## src/rtl/div_pkg.sv

```systemverilog
// Shared definitions for the sequential non-restoring divider: FSM states,
// add/subtract select encodings and the default operand width.
package div_pkg;

  typedef enum logic [1:0] {
    IDLE = 2'd0,
    ITER = 2'd1,
    FIX  = 2'd2
  } state_t;

  localparam logic OP_ADD = 1'b1;
  localparam logic OP_SUB = 1'b0;

  localparam int DEFAULT_WIDTH = 8;

endpackage

```

## src/rtl/nr_addsub.sv

```systemverilog
// Combinational W-bit ripple-carry adder/subtractor.
// op=OP_ADD gives a+b, op=OP_SUB gives a+~b+1.
module nr_addsub
  import div_pkg::*;
#(
  parameter int W = 9
) (
  input  logic         op,
  input  logic [W-1:0] a,
  input  logic [W-1:0] b,
  output logic [W-1:0] sum,
  output logic         carry_out
);

  logic [W-1:0] w_b;
  logic [W:0]   w_c;

  always_comb begin
    sum       = '0;
    w_c       = '0;
    w_b       = (op == OP_ADD) ? b : ~b;
    // Carry-in is the inverted select, completing the two's complement on subtract.
    w_c[0]    = ~op;
    for (int i = 0; i < W; i++) begin
      sum[i]   = a[i] ^ w_b[i] ^ w_c[i];
      w_c[i+1] = (a[i] & w_b[i]) | (w_c[i] & (a[i] ^ w_b[i]));
    end
    carry_out = w_c[W];
  end

endmodule

```

## src/rtl/nonrestoring_divider.sv

```systemverilog
// Unsigned sequential non-restoring divider: one quotient bit per clock,
// start/busy/done handshake, results held until the next done.
module nonrestoring_divider
  import div_pkg::*;
#(
  parameter int WIDTH = DEFAULT_WIDTH
) (
  input  logic             clk,
  input  logic             rst,
  input  logic             start,
  input  logic [WIDTH-1:0] dividend,
  input  logic [WIDTH-1:0] divisor,
  output logic             busy,
  output logic             done,
  output logic [WIDTH-1:0] quotient,
  output logic [WIDTH-1:0] remainder,
  output logic             div_by_zero,
  output state_t           dbg_state
);

  localparam int CW = $clog2(WIDTH + 1);
  localparam logic [CW-1:0] LAST_CNT = CW'(WIDTH - 1);
  localparam logic [CW-1:0] CNT_ONE  = CW'(1);

  state_t           r_state;
  logic [WIDTH:0]   r_a;
  logic [WIDTH-1:0] r_q;
  logic [WIDTH:0]   r_m;
  logic [CW-1:0]    r_cnt;
  logic             r_busy;
  logic             r_done;
  logic [WIDTH-1:0] r_quot;
  logic [WIDTH-1:0] r_rem;
  logic             r_dbz;

  logic             w_op;
  logic [WIDTH:0]   w_a;
  logic [WIDTH:0]   w_sum;
  logic             w_carry_unused;

  // One adder serves both steps: shifted partial remainder in ITER, restore in FIX.
  always_comb begin
    w_op = OP_ADD;
    w_a  = r_a;
    if (r_state != FIX) begin
      w_op = r_a[WIDTH] ? OP_ADD : OP_SUB;
      w_a  = {r_a[WIDTH-1:0], r_q[WIDTH-1]};
    end
  end

  nr_addsub #(
    .W(WIDTH + 1)
  ) u_addsub (
    .op        (w_op),
    .a         (w_a),
    .b         (r_m),
    .sum       (w_sum),
    .carry_out (w_carry_unused)
  );

  always_ff @(posedge clk or posedge rst) begin
    if (rst) begin
      r_state <= IDLE;
      r_a     <= '0;
      r_q     <= '0;
      r_m     <= '0;
      r_cnt   <= '0;
      r_busy  <= 1'b0;
      r_done  <= 1'b0;
      r_quot  <= '0;
      r_rem   <= '0;
      r_dbz   <= 1'b0;
    end else begin
      r_done <= 1'b0;
      case (r_state)
        IDLE: begin
          if (start) begin
            if (divisor != '0) begin
              r_a     <= '0;
              r_q     <= dividend;
              r_m     <= {1'b0, divisor};
              r_cnt   <= '0;
              r_busy  <= 1'b1;
              r_state <= ITER;
            end else begin
              r_quot <= '1;
              r_rem  <= dividend;
              r_dbz  <= 1'b1;
              r_done <= 1'b1;
            end
          end
        end
        ITER: begin
          r_a   <= w_sum;
          r_q   <= {r_q[WIDTH-2:0], ~w_sum[WIDTH]};
          r_cnt <= r_cnt + CNT_ONE;
          if (r_cnt == LAST_CNT) begin
            r_state <= FIX;
          end
        end
        FIX: begin
          if (r_a[WIDTH]) begin
            r_a <= w_sum;
          end
          r_quot  <= r_q;
          r_rem   <= r_a[WIDTH] ? w_sum[WIDTH-1:0] : r_a[WIDTH-1:0];
          r_dbz   <= 1'b0;
          r_done  <= 1'b1;
          r_busy  <= 1'b0;
          r_state <= IDLE;
        end
        default: begin
          r_busy  <= 1'b0;
          r_state <= IDLE;
        end
      endcase
    end
  end

  assign busy        = r_busy;
  assign done        = r_done;
  assign quotient    = r_quot;
  assign remainder   = r_rem;
  assign div_by_zero = r_dbz;
  assign dbg_state   = r_state;

endmodule
```

## config.mk

```make
export PLATFORM = sky130hd
export DESIGN_NAME = nonrestoring_divider
export DESIGN_NICKNAME = d
export VERILOG_FILES = /design/src/rtl/div_pkg.sv /design/src/rtl/nr_addsub.sv /design/src/rtl/nonrestoring_divider.sv
export SDC_FILE = /design/constraint.sdc
export NUM_CORES = 1
export LEC_CHECK = 0
export ABC_CLOCK_PERIOD_IN_PS = 7000
export CAP_MARGIN = 10
export CORE_MARGIN = 2
export CORE_UTILIZATION = 30
export CTS_CLUSTER_DIAMETER = 150
export DETAILED_ROUTE_END_ITERATION = 8
export MAX_ROUTING_LAYER = met4
export SKIP_LAST_GASP = 1
export SLEW_MARGIN = 20
export SYNTH_ARGS = -nofsm -noshare
export SYNTH_HDL_FRONTEND = slang
export SYNTH_SLANG_ARGS = --single-unit
```

## constraint.sdc

```tcl
create_clock -name clk -period 7 [get_ports clk]
set_clock_uncertainty 0.2 [all_clocks]
set_input_delay 1.05 -clock clk [delete_from_list [all_inputs] [get_ports clk]]
set_output_delay 1.05 -clock clk [all_outputs]
set_load 0.05 [all_outputs]
```

==> out/metrics.csv, run 1 <==
stage;metric;value;unit
outcome;status;complete, no violations;
floorplanning;fp.coreArea;9240;µm²
clock_tree;clockRootBuffer;clkbuf_8;
floorplanning;ios;40;
clock_tree;cts_buffer_depth;2;
worst_setup_path;worstSetupEndpointType;flip-flop;
flow_run;cap_viol_max_count;0;
power_and_ir_drop;power.density;494;nW/µm²
route;first_pass_iters;4;
worst_setup_path;cp-start-kind;flip-flop;
sta;finalCritPeriodShare;75.1;%
sta;slew-limit-headroom;37.0;%
worst_setup_path;cp.required;7.01;ns
clock_tree;postCtsSetupBuffers;0;
clock_tree;clock_sinks;50;
placed_design;post-dp-hpwl;4.44;mm
clock_tree;post_cts_resized;0;
cells_and_area;final_nets;339;
placed_design;gp_congestion;0.871;
cells_and_area;layout-drive-gt1-share;12.6;%
worst_setup_path;startpoint;dbg_state[0]$_DFFE_PP0P_;
min_path;hp-class;reg -> reg;
clock_tree;clkSlewWorstSetupHoldPaths;0.11;ns
clock_tree;insertion_delay;0.32;ns
grt;grt_antenna_before_repair;0;
route;routed_wirelength;6.18;mm
synthesis;netlist.area_leader.share;43.8;%
power_and_ir_drop;peakVddDrop;0.190;mV
synthesis;yosys_register_bits;50;
cells_and_area;multi_input_area;1460;µm²
sta;worstMarginPinSlew;0.938;ns
floorplanning;rows;35;
cells_and_area;seq_area;1250;µm²
route;via_per_inst;4.81;
synthesis;synth_warnings;0;
cells_and_area;fin_area;3480;µm²
route;ant_nets;0;
clock_tree;cts_tree;built;
floorplanning;start_util;30.9;%
sta;setup_viol;0;
synthesis;ys_top_cells_by_area;dfrtp_1, mux2_2, fa_1, o21ai_0, nand2_1;
synthesis;netlist_area;2860;µm²
sta;rsz0062_at_grt;false;
clock_tree;cts_made_buffers;5;
sta;hold_violations;0;
floorplanning;dieArea;10300;µm²
sta;fin_setup_tns;0;ns
cells_and_area;fillers;932;
route;drc;0;
placed_design;io_buffer_count;39;
route;drt-initial-drc-count;87;
clock_tree;cts_hold_buf;0;
synthesis;syn_area_per_cell;10.4;µm²
power_and_ir_drop;cellLeakagePower;1.41;nW
sta;final_max_slew_viol_count;0;
synthesis;synth.distinct_cells;45;
grt;gr-total-overflow;0;
cells_and_area;syn_to_final_growth;21.8;%
cells_and_area;antenna_cells;0;
synthesis;synth_edf_count;0;
worst_setup_path;arrival;5.27;ns
floorplanning;die-height;102;µm
grt;grt_pass1_wl;10.2;mm
sta;clock.fmax;190;MHz
route;post_drt_wl_per_cell;14.1;µm
sta;fin_crit;5.26;ns
synthesis;synthFlopType;dfrtp_1;
floorplanning;die_w;102;µm
synthesis;syn_nets;307;
clock_tree;cts_htree_levels;2;
sta;hold_ws;0.293;ns
synthesis;synthArstFlopShare;100;%
grt;grtUsageTotal;13.1;%
placed_design;dpl-instance-area;3360;µm²
grt;grt_start_max_net_pins;51;
worst_setup_path;rr_startpoint;dbg_state[0]$_DFFE_PP0P_;
worst_setup_path;critPathMaxFanout;44;
worst_setup_path;path_class;reg -> reg;
grt;grt_pass1_vias;2011;
synthesis;synth_top_cell_by_area;dfrtp_1;
min_path;min_from;remainder[1]$_DFFE_PP0P_;
synthesis;synth.yosys.seq_area_share;43.8;%
synthesis;syn_inst;276;
route;vias;2105;
[metal layers]
metal | part of all wire [%] | vias to the layer above | GRT usage, %
li1 | - | 1025 | -
met1 | 50 | 1016 | 19.2
met2 | 44 | 59 | 18.3
met3 | 5.1 | 5 | 2.35
met4 | 0.96 | 0 | 3.74
met5 | 0 | - | -
[cell type report]
type	instances	area share (%)
Multi-Input combinational cell	188	42.0
Sequential cell	50	35.9
Tap cell	129	4.64
Inverter	22	2.41
Clock inverter	3	1.37
Clock buffer	5	1.98
Timing Repair Buffer	41	11.6
[critical path, cell delays in order (launching register included)]
cell	delay [ns]
dfrtp_1	0.44
inv_1	0.10
ha_1	0.17
buf_4	0.37
mux2_2	0.40
fa_1	0.45
fa_1	0.41
fa_1	0.41
fa_1	0.39
fa_1	0.40
fa_1	0.37
inv_1	0.07
fa_1	0.20
xnor2_1	0.09
xnor2_1	0.16
mux2_2	0.26
mux2_1	0.27
[stage by stage]
| stage | std cells | worst slack (ns) | utilization [%] | power [W] |
|---|---|---|---|---|
| final | 438 | 1.74 | 37.7 | 0.00172 |
| after global routing | 438 | 1.48 | 37.7 | 0.00186 |
| after CTS | 438 | 1.76 | 37.7 | 0.00173 |
| after detailed placement | 430 | 1.79 | 36.4 | 0.00152 |
| after global placement | 430 | 1.85 | 36.4 | 0.00150 |
| after floorplan | 276 | 1.37 | - | 0.00126 |
[where the power goes]
| group | internal (W) | switching, W | total, W |
|---|---|---|---|
| Combinational | 0.000410 | 0.000593 | 0.00100 |
| Sequential | 0.000410 | 0.0000899 | 0.000500 |
| Clock | 0.000109 | 0.000108 | 0.000216 |
[registers in the layout, summed over array words and instances (netlist names), 2 cells and up]
name,count
dbg_state,2
remainder,8
quotient,8
r_q,8
r_m,8
r_cnt,4
r_a,9
[cell families after synthesis]
group	after synthesis	synth area share [%]
compound gates	70	15.2
xor+xnor	10	3.06
fa+ha+maj	12	7.09
buf+inv	38	5.43
flops	50	43.8
mux	33	12.9
simple gates	63	12.5
[placed cells by master (no fill, tap or decap), types with 4 or more instances in the layout]
cell             netlist  final
clkdlybuf4s50_1        0     39
mux2_2                19     19
ha_1                   5      5
nor3b_1               10     10
o21ai_0               25     25
o211ai_1              12     12
clkbuf_8               0      5
nor2_1                 7      7
xnor2_1                4      4
nor2b_1                7      7
mux2_1                 8      8
dfrtp_1               50     50
a21oi_1               18     17
xor2_1                 6      6
mux2i_1                5      5
fa_1                   7      7
inv_1                 22     21
nand2_1               25     25
[cell usage after synthesis, types with 2 or more instances]
master and number:
dfrtp_1 50, nor2_1 7, nor3b_1 10, a221o_1 2
nand3_1 2, or4_1 2, mux2i_1 5, o21ai_0 25
inv_1 22, a21oi_1 18, nor3_1 2, nor4_4 2
mux2_1 8, nor2b_1 7, buf_1 3, fa_1 7
xnor2_1 4, mux2_2 19, a211oi_1 2, nand2_1 25
o211ai_1 12, clkbuf_1 10, xor2_1 6, ha_1 5
[final timing paths]
kind	end	slack [ns]	depth (start not counted)
max in group asynchronous	r_m[0]$_DFFE_PP0P_	5.08	2
setup reg to reg	r_q[0]$_DFFE_PP0P_	1.74	16
setup / recovery	r_q[0]$_DFFE_PP0P_	1.74	16
hold reg to reg	remainder[1]$_DFFE_PP0P_	0.29	2
min in group asynchronous	r_q[7]$_DFFE_PP0P_	1.00	2
hold / removal	remainder[1]$_DFFE_PP0P_	0.29	2
No activity file was read; power rests on OpenSTA's default activity.
==> run 2: changes to the inputs <==
Settings changed: ABC_CLOCK_PERIOD_IN_PS 7000 to 5400.
Clock period 7 ns to 5.4 ns, I/O delays scaled along.
==> run 2 against run 1 <==
Non-clock buffer count grew 5. Fmax grew 3.6%. Critical path depth shrank 1. Via count grew 0.90%. Cell area grew 0.32%. Register-to-register slack lost 1.4 ns. Worst setup slack lost 1.4 ns. Sequential cell count is the same. Sequential power grew 30%. Cell count grew 1.1%. Die area is the same. Critical path type unchanged. Critical endpoint unchanged. Highest routed layer unchanged.
==> out/metrics.csv, run 2 (synthesis results as in run 1) <==
stage;metric;value;unit
outcome;status;complete, no violations;
route;drc;0;
placed_design;dp.cells;435;
grt;grt_pass1_vias;2121;
floorplanning;start_util;30.9;%
grt;grt_antenna_before_repair;0;
clock_tree;clockRootBuffer;clkbuf_8;
sta;finalCritPeriodShare;94.0;%
worst_setup_path;arrival;5.08;ns
route;post_drt_wl_per_cell;14.4;µm
clock_tree;insertion_delay;0.31;ns
placed_design;dpl-instance-area;3400;µm²
placed_design;gp_congestion;0.871;
cells_and_area;largest_reg_flops;9;
clock_tree;post_cts_resized;0;
sta;clock.fmax;197;MHz
worst_setup_path;critPathMaxFanout;8;
sta;fin_setup_tns;0;ns
cells_and_area;final_common_cell;dfrtp_1;
sta;fin_crit;5.08;ns
floorplanning;die-height;102;µm
grt;grt_pass1_wl;10.7;mm
cells_and_area;layout-drive-gt1-share;14.3;%
worst_setup_path;crit_chain;inv_1 -> ha_1 -> mux2_2 -> fa_1 -> fa_1 -> fa_1 -> fa_1 -> fa_1 -> fa_1 -> inv_1 -> fa_1 -> xnor2_1 -> xnor2_1 -> mux2_2 -> mux2_1;
floorplanning;rows;35;
placed_design;io_buffer_count;39;
worst_setup_path;slowest_stage;dfrtp_2;
cells_and_area;final_nets;344;
cells_and_area;fillers;947;
floorplanning;dieArea;10300;µm²
worst_setup_path;worstSetupEndpointType;flip-flop;
power_and_ir_drop;peakVddDrop;0.238;mV
grt;top_usage_layer;met2;
grt;grtUsageTotal;13.6;%
sta;slew-limit-headroom;40.6;%
clock_tree;clkSlewWorstSetupHoldPaths;0.10;ns
power_and_ir_drop;cellLeakagePower;1.42;nW
cells_and_area;antenna_cells;0;
cells_and_area;seq_area;1250;µm²
floorplanning;ios;40;
route;first_pass_iters;4;
clock_tree;cts_buffer_depth;2;
power_and_ir_drop;power.density;631;nW/µm²
worst_setup_path;path_class;reg -> reg;
route;via_per_inst;4.79;
sta;worstMarginPinSlew;0.889;ns
route;ant_nets;0;
worst_setup_path;path_common_cell;fa_1;
route;drt-initial-drc-count;73;
placed_design;post-dp-hpwl;4.56;mm
min_path;hp-class;reg -> reg;
clock_tree;clock_sinks;50;
worst_setup_path;cp.required;5.40;ns
grt;use_met3;2.97;%
cells_and_area;syn_to_final_growth;22.2;%
grt;grtUsageMet1;19.3;%
worst_setup_path;cpPeakStageDelay;0.45;ns
sta;rsz0062_at_grt;false;
sta;hold_violations;0;
clock_tree;postCtsSetupBuffers;0;
flow_run;cap_viol_max_count;0;
cells_and_area;fin_area;3490;µm²
clock_tree;cts_tree;built;
cells_and_area;instances_no_fill;443;
route;routed_wirelength;6.37;mm
floorplanning;fp.coreArea;9240;µm²
clock_tree;cts_made_buffers;5;
grt;grtUsageMet2;19.8;%
grt;gr-total-overflow;0;
sta;final_max_slew_viol_count;0;
cells_and_area;final_cell_mix;dfrtp_1, clkdlybuf4s50_1, nand2_1, o21ai_0, inv_1;
worst_setup_path;cp-start-kind;flip-flop;
sta;setup_viol;0;
cells_and_area;multi_input_area;1460;µm²
clock_tree;cts_htree_levels;2;
route;vias;2124;
cells_and_area;largest_register;r_a;
clock_tree;cts_hold_buf;0;
grt;grt_start_max_net_pins;51;
floorplanning;die_w;102;µm
==> run 2: cell count changes in the layout (fill, tap and decap cells not counted), sizes merged <==
| cell | change |
|---|---|
| inv | -1 |
| clkinvlp | +1 |
| clkinv | +1 |
| buf | +5 |
| bufinv | -1 |
==> run 2: worst max-delay path: cells and delay by family, from the launching register on <==
family | cells | cell delay, ns
muxes | 3 | 0.94
buffers and inverters | 2 | 0.17
DFF | 1 | 0.45
adders and majority gates | 8 | 2.97
xor gates and xnor gates | 2 | 0.25
==> run 2: path summary, 6_finish.rpt <==
check,startpoint,end,slack (ns),cells past startpoint
worst max-delay path,dbg_state[0]$_DFFE_PP0P_,r_q[0]$_DFFE_PP0P_,0.32,15
worst min-delay path,remainder[5]$_DFFE_PP0P_,remainder[5]$_DFFE_PP0P_,0.29,2
worst max register to register,dbg_state[0]$_DFFE_PP0P_,r_q[0]$_DFFE_PP0P_,0.32,15
worst min register to register,remainder[5]$_DFFE_PP0P_,remainder[5]$_DFFE_PP0P_,0.29,2
max in group asynchronous,rst,dbg_state[0]$_DFFE_PP0P_,3.67,2
min in group asynchronous,rst,r_q[6]$_DFFE_PP0P_,0.77,2
==> run 2: area by class of cell <==
| class | count | area share [%] |
|---|---|---|
| inverter | 22 | 2.40 |
| multi-input combinational | 188 | 41.9 |
| tap | 129 | 4.62 |
| clock inverter | 3 | 0.609 |
| sequential | 50 | 35.9 |
| clock buffer | 5 | 1.97 |
| timing repair buffer | 46 | 12.7 |
==> run 2: layer usage <==
metal,wire length (µm),vias up,share of wire [%]
met4,72,0,1.1
met2,2830,49,44
met1,3180,1030,50
met5,0,-,0
met3,285,10,4.5
li1,-,1035,-
==> run 2: power breakdown <==
group | internal (W) | switching [W] | leakage (nW)
Sequential | 0.000532 | 0.000119 | 0.602
Clock | 0.0000914 | 0.000135 | 0.0441
Combinational | 0.000556 | 0.000772 | 0.770
==> run 2: stage by stage <==
step / power (W) / setup slack, ns / util [%] / hold WS (ns)
3_5_place_dp: 0.00200 / 0.345 / 36.8 / 0.277
4_1_cts: 0.00224 / 0.308 / 37.8 / 0.300
6_report: 0.00220 / 0.324 / 37.8 / 0.293
3_3_place_gp: 0.00197 / 0.469 / 36.8 / 0.266
2_1_floorplan: 0.00163 / 0.0480 / - / 0.282
5_1_grt: 0.00239 / 0.110 / 37.8 / 0.332
